==> config.mk <==
export PLATFORM = sky130hd
export DESIGN_NAME = pipelined_prefix_adder
export DESIGN_NICKNAME = d
export VERILOG_FILES = /design/src/rtl/pipelined_prefix_adder.sv
export SDC_FILE = /design/constraint.sdc
export NUM_CORES = 1
export LEC_CHECK = 0
export BUFFER_PORTS_ARGS = -buffer_cell sky130_fd_sc_hd__buf_2
export CORE_MARGIN = 5
export CORE_UTILIZATION = 50
export CTS_BUF_LIST = sky130_fd_sc_hd__clkbuf_8
export CTS_CLUSTER_DIAMETER = 200
export DETAILED_ROUTE_END_ITERATION = 6
export PLACE_DENSITY_LB_ADDON = 0.05
export SLEW_MARGIN = 0
export SYNTH_ARGS = -nofsm -noshare
export SYNTH_HDL_FRONTEND = slang
export SYNTH_SLANG_ARGS = --single-unit
==> constraint.sdc <==
create_clock -name clk -period 2.8 [get_ports clk]
set_input_delay 0.14 -clock clk [delete_from_list [all_inputs] [get_ports clk]]
set_output_delay 0.14 -clock clk [all_outputs]
set_load 0.01 [all_outputs]
==> src/rtl/pipelined_prefix_adder.sv <==
// pipelined_prefix_adder: pipelined Ladner-Fischer add/sub with valid/ready; define ADDER_SATURATE_EN to clamp overflowing sums
module pipelined_prefix_adder #(
  parameter int WIDTH  = 16,
  parameter int STAGES = 3
) (
  input  logic             clk,
  input  logic             rst,
  input  logic             in_valid,
  output logic             in_ready,
  input  logic [WIDTH-1:0] a,
  input  logic [WIDTH-1:0] b,
  input  logic             cin,
  input  logic             sub,
  output logic             out_valid,
  input  logic             out_ready,
  output logic [WIDTH-1:0] sum,
  output logic             cout,
  output logic             ovf
);
  localparam int LV = $clog2(WIDTH);
  function automatic int lo(input int s);
    return s * (LV / STAGES) + (s < LV % STAGES ? s : LV % STAGES);
  endfunction
  logic [WIDTH-1:0] g_q [STAGES];
  logic [WIDTH-1:0] g_d [STAGES];
  logic [WIDTH-1:0] p_q [STAGES];
  logic [WIDTH-1:0] p_d [STAGES];
  logic [WIDTH-1:0] pp_q [STAGES];
  logic [WIDTH-1:0] pp_d [STAGES];
  logic [STAGES-1:0] c0_q, c0_d, v_q, v_d, adv;
  logic [WIDTH-1:0] sum_q, sum_d, bx, tg, tp, tpp, raw;
  logic cout_q, cout_d, ovf_q, ovf_d, tc, nxt, pv, co_n, ov_n;
  always_comb begin
    adv = '0;
    v_d = v_q;
    nxt = out_ready;
    for (int s = STAGES - 1; s >= 0; s--) begin
      adv[s] = ~v_q[s] | nxt;
      nxt = adv[s];
    end
    pv = in_valid;
    for (int s = 0; s < STAGES; s++) begin
      v_d[s] = adv[s] ? pv : v_q[s];
      pv = v_q[s];
    end
  end
  always_comb begin
    g_d = g_q;
    p_d = p_q;
    pp_d = pp_q;
    c0_d = c0_q;
    bx = sub ? ~b : b;
    tc = sub ? ~cin : cin;
    tpp = a ^ bx;
    tp = tpp;
    tg = a & bx;
    tg[0] = tg[0] | (tp[0] & tc);
    tp[0] = 1'b0;
    for (int s = 0; s < STAGES; s++) begin
      for (int l = 0; l < LV; l++)
        if (l >= lo(s) && l < lo(s + 1))
          for (int i = 0; i < WIDTH; i++)
            if (((i >> l) & 1) == 1) begin
              tg[i] = tg[i] | (tp[i] & tg[((i >> l) << l) - 1]);
              tp[i] = tp[i] & tp[((i >> l) << l) - 1];
            end
      if (s < STAGES - 1) begin
        g_d[s] = adv[s] ? tg : g_q[s];
        p_d[s] = adv[s] ? tp : p_q[s];
        pp_d[s] = adv[s] ? tpp : pp_q[s];
        c0_d[s] = adv[s] ? tc : c0_q[s];
        tg = g_q[s];
        tp = p_q[s];
        tpp = pp_q[s];
        tc = c0_q[s];
      end
    end
    // tg[i] now holds carry into bit i+1; tc is the carry into bit 0
    raw = tpp ^ {tg[WIDTH-2:0], tc};
    co_n = tg[WIDTH-1];
    ov_n = tg[WIDTH-1] ^ tg[WIDTH-2];
`ifdef ADDER_SATURATE_EN
    raw = ov_n ? {co_n, {(WIDTH-1){~co_n}}} : raw;
`else
`endif
    sum_d = adv[STAGES-1] ? raw : sum_q;
    cout_d = adv[STAGES-1] ? co_n : cout_q;
    ovf_d = adv[STAGES-1] ? ov_n : ovf_q;
  end
  always_ff @(posedge clk or posedge rst)
    if (rst) begin
      v_q <= '0;
      c0_q <= '0;
      g_q <= '{default: '0};
      p_q <= '{default: '0};
      pp_q <= '{default: '0};
      sum_q <= '0;
      cout_q <= 1'b0;
      ovf_q <= 1'b0;
    end else begin
      v_q <= v_d;
      c0_q <= c0_d;
      g_q <= g_d;
      p_q <= p_d;
      pp_q <= pp_d;
      sum_q <= sum_d;
      cout_q <= cout_d;
      ovf_q <= ovf_d;
    end
  assign in_ready = adv[0];
  assign out_valid = v_q[STAGES-1];
  assign sum = sum_q;
  assign cout = cout_q;
  assign ovf = ovf_q;
endmodule

# After elaboration in Yosys (flattened, before gate mapping)

Cells that the tools add are included.
W data, S select, Z words.

Flip-flop bits (word level): 107
Logic and storage cells: 111

Muxes and demuxes: 2
Bitwise operators: 95

Operator list:

| operator         | number |
|---|---|
| $and A1 B1 Y1    | 50 |
| $or A1 B1 Y1     | 36 |
| $xor A16 B16 Y16 | 2 |
| $and A16 B16 Y16 | 1 |
| $mux W16         | 1 |
| $not A16 Y16     | 1 |
| $not A1 Y1       | 4 |
| $mux W1          | 1 |
| $xor A1 B1 Y1    | 1 |

# Depth between registers and ports, before layout

Word-level depth: 9
Gate-level depth with buffers: 7
Mapped depth without buffers: 5

# Worst setup path after synthesis

Ideal clock, no wire load.

Path type: input to register
From: input sub
To: register g_q[46] (netlist name)
Library setup time: 0.128 ns
Arrival: 1.428 ns
Data required time: 2.672 ns
Setup slack: 1.244 ns
Cell stages on the path: 7
Cells stage by stage: buf_4 -> buf_2 -> xor2_1 -> ha_1 -> a21o_1 -> a21oi_1 -> a21oi_1

Cells in the longest elaborated chain, start to end: 6

RTL lines:

| element                                              | RTL line | RTL |
|---|---|---|
| start: declaration                                   | 13       | `input logic sub,` |
| $mux W16 (*)                                         | 52       | `bx = sub ? ~b : b;` |
| $xor A16 B16 Y16 or $and A16 B16 Y16 (tied branches) | 54, 56   |  |
| $and A1 B1 Y1                                        | 64       | `tg[i] = tg[i] \| (tp[i] & tg[((i >> l) << l) - 1]);` |
| $or A1 B1 Y1                                         | 64       |  |
| $and A1 B1 Y1                                        | 64       |  |
| $or A1 B1 Y1 (*)                                     | 64       |  |
| end signal: assignment                               | 103      | `g_q <= g_d;` |
| end: declaration                                     | 24       | `logic [WIDTH-1:0] g_q [STAGES];` |

Every way passes the cells marked *; elsewhere a longest branch is shown, timed or not.
A chain may end at the register's enable or synchronous reset.

# Worst setup path after layout

From: register v_q[2]
To: output in_ready

Cells in the longest elaborated chain, start to end: 4

RTL lines:

| element                    | RTL line | RTL |
|---|---|---|
| start: declaration         | 30       | `logic [STAGES-1:0] c0_q, c0_d, v_q, v_d, adv;` |
| start signal: assignment   | 101      | `v_q <= v_d;` |
| $not A1 Y1                 | 38       | `adv[s] = ~v_q[s] \| nxt;` |
| $or A1 B1 Y1 (3 in series) | 38       |  |
| end: declaration           | 9        | `output logic in_ready,` |

No other way between the ends.

==> reports/results.ini <==
[run_status]
status = finished clean

[logic_synthesis]
synth_area_leaders = dfrtp_1 (57%), nand2_1 (15%), ha_1 (4.7%)
synth_area_um2 = 4550
synth_seq_cells = 103
synth.distinct_cells = 30
synth_cells = 481
synth.top_cell.area_share_pct = 56.7
syn_avg_cell_area_um2 = 9.45
synth_nets = 536
ys_seq_area_share_pct = 56.7
ys_warn_count = 0
yosys.area.top_type = dfrtp_1

[finish]
fin_nets = 589
nFillCells = 833
multi_input_area_um2 = 1820
syn2layout_area_growth_pct = 12.7
layout-drive-gt1-share_pct = 15.0
ff_latch_area_um2 = 2580
fin_area_um2 = 5130
post-route-util_pct = 58.2
diodes = 0

[global_route]
overflow = 0
antenna_found_initial = 0
grt_pass1_wl_um = 15700
first_global_vias = 3221
grt_max_degree = 75
grt_use_total_pct = 17.5

[power]
leakage_nw = 2.65
ir_worst_vdd_mv = 0.401
p_per_area_nw_per_um2 = 750

[timing]
post-route-period-util_pct = 62.5
hold_viol = 0
timing.fmax_ghz = 0.572
tightest_slew_ns = 0.674
min_period_ns = 1.75
finalSetupViolCount = 0
rsz0062_at_grt = false
setup_tns_ns = 0
finClkSkew_ns = 0.0102
slew_headroom_pct = 55.0
drv_slew = 0

[min_path]
worst_hold_path.endpoint = g_q[47]
min_path_type = in2reg
min_from = a[15]
whs_path_depth = 4

[routing]
drc = 0
drtIter0Drc = 136
dr.pass1.iters = 4
wl_um = 9170
avgViaCountPerCell = 5.01
wl_per_cell_um = 14.2
detail-route-antenna-nets = 0
vias = 3241

[clocking]
cts_max_level = 3
clock_latency_ns = 0.35
cts.sinks = 103
clk_pin_slew_worst_paths_ns = 0.09
cts_buffer_depth = 2
tritoncts = built
cts_buffers = 9
clock-root-buffer = clkbuf_8

[setup_path]
rrSetupSlack_ns = 1.25
worstReg2RegEnd = g_q[22]
end_kind = output port
crit_fanout = 43
worst_r2r_path_depth = 3
worstPathRequired_ns = 2.66
worstPathArrival_ns = 1.61
critPathLaunchType = flop
path_class = reg2out
setup.worst_path.start = v_q[2]
rr_startpoint = v_q[2]

[floorplanning]
io_pins = 58
fp.dieH_um = 105
coreArea_um2 = 8810
start_util_pct = 51.6
die-area_um2 = 11100
row_count = 34
die_x_um = 105

[placed_design]
place_area_um2 = 4900
hpwl_um = 6630
io_buffer_count = 57
place_congestion = 0.764

[flow_run]
maxCapViolCount = 0

## per-stage QoR
stage / hold WS, ns / power (mW) / std cells / worst slack, ns
6_report: 0.150 / 3.84 / 647 / 1.05
2_1_floorplan: 0.248 / 2.60 / 481 / 1.24
5_1_grt: 0.186 / 4.10 / 647 / 0.980
4_1_cts: 0.139 / 3.89 / 647 / 1.04
3_5_place_dp: 0.278 / 2.94 / 629 / 1.11
3_3_place_gp: 0.268 / 2.90 / 629 / 1.18
## sequential cells by signal (all words and copies together), names as in the netlist
signal,cells
g_q,32
p_q,16
pp_q,16
sum,16
tpp,16
v_q,3
c0_q,2
cout,1
ovf,1
## metal layers
| metal | global-route usage [%] | wire length (um) | up-vias |
|---|---|---|---|
| li1 | - | - | 1662 |
| met1 | 27.8 | 5080 | 1504 |
| met2 | 24.5 | 3620 | 66 |
| met3 | 2.93 | 353 | 9 |
| met4 | 5.06 | 119 | 0 |
| met5 | 0 | 0 | - |
## Yosys cell counts
library cell  instances
nand2_1             187
dfrtp_1             103
o21ai_0              29
a21oi_1              25
xor2_1               24
nor2_1               19
ha_1                 17
buf_2                11
nand3_1              11
xnor2_1               8
clkbuf_1              6
a21o_1                5
mux2i_1               5
o21ai_1               5
nand2b_1              4
buf_4                 3
buf_6                 3
nand4_1               3
inv_1                 2
a211oi_1              1
a31oi_1               1
and3b_1               1
and4b_1               1
inv_4                 1
nand3b_1              1
nor2b_1               1
nor3_1                1
o211ai_1              1
o21a_1                1
o31ai_1               1
## worst max-delay path by stage
stage / endpoint / cells past startpoint
floorplan: g_q[46] / 7
global placement: g_q[46] / 6
detailed placement: g_q[38] / 6
CTS: in_ready / 3
global route: in_ready / 3
finish: in_ready / 3
## where the power goes
part           switching [mW]  total [mW]  internal (mW)  leakage, nW
clock network           0.494       0.955          0.461        0.103
logic                   0.492       0.848          0.356         1.28
registers               0.224        2.04           1.82         1.26
## logic make-up (layout without fill, tap and decap cells)
family,count (synthesis),count (layout),synth area share [%]
compound gates,69,69,8.12
xor+xnor,32,32,6.16
fa+ha+maj,17,17,4.68
buf+inv,26,84,3.25
flops,103,103,56.7
mux,5,5,1.10
simple gates,229,229,20.0
## placed cells by master, fill, tap and decap left out, types with 2 or more instances in the layout
cell | Yosys | final
nand2_1 | 187 | 187
dfrtp_1 | 103 | 103
buf_2 | 11 | 57
o21ai_0 | 29 | 29
a21oi_1 | 25 | 25
xor2_1 | 24 | 24
nor2_1 | 19 | 19
ha_1 | 17 | 17
nand3_1 | 11 | 11
clkbuf_8 | 0 | 11
xnor2_1 | 8 | 8
a21o_1 | 5 | 5
mux2i_1 | 5 | 5
o21ai_1 | 5 | 5
buf_4 | 3 | 5
nand2b_1 | 4 | 4
clkinvlp_4 | 0 | 3
nand4_1 | 3 | 3
inv_1 | 2 | 2
dlygate4sd3_1 | 0 | 2
## what timing repair did
item / in CTS / in global routing
gates resized for setup: 0 / 0
buffers inserted: 0 / 0
hold endpoints to repair: 30 / 0
hold buffers: 2 / 0
## layout make-up
cell class | count | area share, %
clock buffers | 11 | 2.95
well taps | 108 | 2.64
repair buffers | 65 | 7.08
inverters | 3 | 0.342
flip-flops and latches | 103 | 50.3
multi-input cells | 352 | 35.6
clock inverters | 5 | 1.12
## worst max-delay path, cell delays in order, from the launching register on
cell	delay, ns
dfrtp_1	0.44
and4b_1	0.24
inv_4	0.34
buf_2	0.22
(Power assumes the default switching activity.)
